<file path="src/rtl/live_audio_rx.sv">
// Receive side of the live-audio path: pairs left/right channel words into stereo frames
// and buffers them in a show-ahead FIFO with a registered head.
//
// state  | meaning
// WAIT_L | expecting a left word (id=0)
// WAIT_R | left sample held, expecting the matching right word (id=1)
module live_audio_rx #(
    parameter int AUDIO_WIDTH  = 16,
    parameter int BUFFER_DEPTH = 4,
    parameter int SAMPLE_MSB   = 31
) (
    input  logic                       clk,
    input  logic                       reset,
    input  logic [31:0]                audio_data,
    input  logic                       audio_id,
    input  logic                       audio_valid,
    output logic                       audio_ready,
    output logic [2*AUDIO_WIDTH-1:0]   data_out,
    input  logic                       rd_en,
    output logic                       empty,
    output logic [BUFFER_DEPTH:0]      level,
    output logic [7:0]                 sync_err_count
);

    localparam int DEPTH = 2 ** BUFFER_DEPTH;
    localparam logic [BUFFER_DEPTH:0] FULL_LEVEL = (BUFFER_DEPTH + 1)'(DEPTH);
    localparam logic [BUFFER_DEPTH:0] ONE_LEVEL  = (BUFFER_DEPTH + 1)'(1);

    typedef enum logic {WAIT_L, WAIT_R} state_t;

    state_t                    state, state_nxt;
    logic [AUDIO_WIDTH-1:0]    left_q, left_nxt, sample;
    logic [2*AUDIO_WIDTH-1:0]  wdata;
    logic [2*AUDIO_WIDTH-1:0]  mem [DEPTH];
    logic [BUFFER_DEPTH-1:0]   wr_ptr, rd_ptr, rd_next;
    logic                      ready_en, beat, push, pop, err_inc, full;

    assign sample   = audio_data[SAMPLE_MSB -: AUDIO_WIDTH];
    assign wdata    = {left_q, sample};
    assign full     = (level == FULL_LEVEL);
    assign empty    = (level == '0);
    // ready_en holds the handshake off until the first edge after reset release
    assign audio_ready = ready_en & ~full;
    assign beat     = audio_valid & audio_ready;
    assign pop      = rd_en & ~empty;
    assign rd_next  = rd_ptr + 1'b1;

    always_comb begin
        state_nxt = state;
        left_nxt  = left_q;
        push      = 1'b0;
        err_inc   = 1'b0;
        if (beat) begin
            case (state)
                WAIT_L: begin
                    if (!audio_id) begin
                        left_nxt  = sample;
                        state_nxt = WAIT_R;
                    end else begin
                        err_inc = 1'b1;
                    end
                end
                WAIT_R: begin
                    if (audio_id) begin
                        push      = 1'b1;
                        state_nxt = WAIT_L;
                    end else begin
                        // resync to the newest left word
                        left_nxt = sample;
                        err_inc  = 1'b1;
                    end
                end
                default: state_nxt = WAIT_L;
            endcase
        end
    end

    always_ff @(posedge clk or posedge reset) begin
        if (reset) begin
            state          <= WAIT_L;
            left_q         <= '0;
            ready_en       <= 1'b0;
            sync_err_count <= '0;
        end else begin
            state    <= state_nxt;
            left_q   <= left_nxt;
            ready_en <= 1'b1;
            if (err_inc && sync_err_count != 8'hFF)
                sync_err_count <= sync_err_count + 8'd1;
        end
    end

    always_ff @(posedge clk) begin
        if (push)
            mem[wr_ptr] <= wdata;
    end

    always_ff @(posedge clk or posedge reset) begin
        if (reset) begin
            wr_ptr   <= '0;
            rd_ptr   <= '0;
            level    <= '0;
            data_out <= '0;
        end else begin
            if (push)
                wr_ptr <= wr_ptr + 1'b1;
            if (pop)
                rd_ptr <= rd_next;
            case ({push, pop})
                2'b10:   level <= level + ONE_LEVEL;
                2'b01:   level <= level - ONE_LEVEL;
                default: level <= level;
            endcase
            // head register: the new head comes from memory, or bypasses the write
            // when the FIFO would otherwise go empty or is empty now
            if (pop) begin
                if (level == ONE_LEVEL && push)
                    data_out <= wdata;
                else if (level != ONE_LEVEL)
                    data_out <= mem[rd_next];
            end else if (push && empty) begin
                data_out <= wdata;
            end
        end
    end

endmodule

</file>
<file path="config.mk">
export PLATFORM = sky130hd
export DESIGN_NAME = live_audio_rx
export DESIGN_NICKNAME = d
export VERILOG_FILES = /design/src/rtl/live_audio_rx.sv
export SDC_FILE = /design/constraint.sdc
export NUM_CORES = 1
export LEC_CHECK = 0
export BUFFER_PORTS_ARGS = -buffer_cell sky130_fd_sc_hd__buf_2
export CAP_MARGIN = 20
export CORE_MARGIN = 3
export CORE_UTILIZATION = 40
export CTS_BUF_LIST = sky130_fd_sc_hd__clkbuf_8
export CTS_CLUSTER_DIAMETER = 60
export DETAILED_ROUTE_END_ITERATION = 6
export PLACE_DENSITY = 0.63
export SLEW_MARGIN = 20
export SYNTH_ARGS = -nofsm -noshare
export SYNTH_HDL_FRONTEND = slang
export SYNTH_SLANG_ARGS = --single-unit
</file>
<file path="constraint.sdc">
create_clock -name clk -period 7.5 [get_ports clk]
set_clock_uncertainty 0.2 [all_clocks]
set_input_delay 0.375 -clock clk [delete_from_list [all_inputs] [get_ports clk]]
set_output_delay 0.375 -clock clk [all_outputs]
set_load 0.01 [all_outputs]
</file>
==> metrics <==
Syn Nets=around 1,100; setup_tns=0 ps; die span in y=243 um; Leakage Power=between 8 and 9 nW; Die X=243 um; diode count=0; met1 WL=roughly 23 mm; area share of xor/xnor cells in the synthesized design=0.00700; Final GP Congestion=roughly 0.73; Post-synth ARST share=0.122; min Tclk post-route=3780 ps; Bufs and invs on worst path=3; Worst Path Max Fanout=17; Synth Instances=between 1,000 and 1,500; arrival time at the worst endpoint=3870 ps; number of synthesized flops with an enable pin=slightly above 500; share of cells above drive strength 1=0.291; DRT Pass-1 Iters=5; WP data required=7590 ps; leading cell types in the layout, fill and taps excluded=512 x edfxtp_1, 128 x mux4_2, 109 x clkbuf_8; fmax=about 0.26 GHz; Pins Over Slew Limit=0; Iteration-0 DRC Markers=~880; Hold Crit Class=in2reg; status=completed; Starting Density=0.406; CTS tree=built; GRT Resource Usage Total=0.183; Ys Warns=0; Root Driver=clkbuf_8; DRC Markers=0; max-cap viol count=0; mux contribution to synthesized area=0.137; commonest non-fill, non-tap cell in the layout=edfxtp_1; RSZ-0062 raised after global routing=false; Adder-Cell Fraction of Synth Area=0.00667; pwr dens=369 mW/mm2; critical path startpoint category=flop; largest family of logic cells by synthesized area=multiplexers; Worst path max stage delay=around 670 ps; H-tree levels=3; met3 WL=about 2.8 mm; synthesis-stage register bit count=~580; I/O Buffers=67; Top delay family on crit path=simple AND/OR/NAND/NOR gates; Core Area=~0.055 mm2; Post-Place Cell Area=about 0.024 mm2; final hold violations=0; clock sink count=between 500 and 600; FILL cells=~4,600; Die ar.=just under 0.06 mm2; nets=between 1,000 and 1,500; compound-cell area share of the yosys netlist=0.0464; crit-path cells=inv_1 -> ha_1 -> nand4bb_1 -> and2_4 -> and3_1 -> inv_2 -> nor2_1 -> nand2_1 -> nor2_4 -> buf_4; Synth Cell Area=0.0225 mm2; Finished Cell Area=approximately 0.026 mm2; final setup violation count=0; first-pass GRT wire length=79.4 mm; Simple-Gate Fraction of Synth Area=0.0252; met2 wire len=26.8 mm; Routed WL per cell=about 26 um; final setup margin=3720 ps; max_slew headroom=0.273; syn avg cell area=just over 20 um2; Site Rows=between 80 and 90; Tcrit/Tclk final=0.503; FF-to-FF setup slack=3720 ps; Num CTS Buffers=94; IO Pins=between 80 and 90; largest net degree at the start of global routing=64; Peak VDD IR=about 0.26 mV; WHS=144 ps; Worst setup EP type=flop; CTS clk-pin slew, worst paths=60 ps; clock buffer depth=3; post-CTS setup buffer count=0; top_reg_cell synth=edfxtp_1; hpwl dp=~27 mm; Distinct cells, synth=54; post-synthesis sequential area ratio=0.762; vias in the first global route=12,000; Area Growth Syn to Fin=14.5%; Routed Antenna Nets=0; worst-margin pin slew=about 1100 ps; Via-to-Cell Ratio=between 5 and 6; Slowest cell on crit path=nor2_4; DR vias=between 10,000 and 15,000; Top Metal Used=met5; initial antenna violation count=2; total gr overflow=0; Placement Setup Slack=3640 ps; final WL=between 50 and 60 mm; CP Class=reg2reg; clock latency on the worst-skew pair=approximately 650 ps
==> worst reg2reg max path, cell delays in order (launching register included) <==
cell	delay (ps)
dfrtp_1	470
inv_1	100
ha_1	260
nand4bb_1	130
and2_4	160
and3_1	350
inv_2	210
nor2_1	130
nand2_1	230
nor2_4	670
buf_4	490
==> timing repair <==
action | in CTS | in global routing
endpoints found under the setup margin | 0 | 0
hold buffers | 19 | 0
resized for setup | 0 | 0
endpoints found under the hold margin | 287 | 0
==> area by class of cell <==
class | instances | area [um2] | area share
timing repair buffer | 113 | 732 | 0.0284
multi-input combinational | 439 | 5130 | 0.199
inverter | 11 | 43.8 | 0.00170
clock buffer | 109 | 1500 | 0.0582
sequential | 583 | 17200 | 0.665
tap | 748 | 936 | 0.0363
clock inverter | 64 | 287 | 0.0111
==> per-layer routing <==
layer	vias to the layer above	GRT usage
met5	-	0
li1	4856	-
met3	89	0.0321
met4	2	0.0536
met1	6163	0.245
met2	345	0.309
==> stage by stage <==
| step | cells | power, mW | utilization |
|---|---|---|---|
| after floorplan | 1095 | 6.14 | - |
| after global placement | 1875 | 7.02 | 0.430 |
| after detailed placement | 1875 | 7.06 | 0.430 |
| after CTS | 2067 | 9.62 | 0.465 |
| after global routing | 2067 | 10.0 | 0.465 |
| final | 2067 | 9.52 | 0.465 |
==> kinds of logic after synthesis <==
family / count (synthesis)
flip-flops: 583
multiplexers: 147
other: 1
adder cells (fa/ha/maj): 12
XOR/XNOR: 18
buffers and inverters: 73
AO/OA/AOI/OAI: 145
AND/OR/NAND/NOR: 116
==> cells in the mapped netlist (11+ instances only) <==
library cell / count / area [um2]
buf_2: 11 / 55.1
a41oi_1: 25 / 219
mux4_2: 128 / 2880
dfrtp_1: 71 / 1780
ha_1: 12 / 150
edfxtp_1: 512 / 15400
xnor2_1: 11 / 96.3
o21ai_0: 60 / 300
nand2_1: 60 / 225
clkbuf_1: 31 / 116
nor2_1: 13 / 48.8
a221o_1: 26 / 260
buf_4: 11 / 82.6
==> power breakdown <==
part	leakage, nW	internal, mW	switching (mW)
Sequential	5.46	3.82	0.302
Combinational	2.05	1.33	1.51
Clock	1.09	1.35	1.21
Total	8.60	6.51	3.01
==> path summary, 6_finish.rpt <==
check,startpoint,end,depth (start not counted)
max in group asynchronous,reset,rd_ptr[0],5
setup reg to reg,level[0],mem[6][25],10
min in group asynchronous,reset,data_out[3],4
setup / recovery,level[0],mem[6][25],10
hold / removal,rd_en,rd_ptr[0],3
hold reg to reg,state,state,2
==> state kept, by name, summed over array words and instances (netlist names) <==
register,count
data_out,32
ready_en,1
wr_ptr,4
state,1
left_q,16
level,5
rd_ptr,4
sync_err_count,8
mem,512
Note: power is estimated with default switching activity, not from simulation.
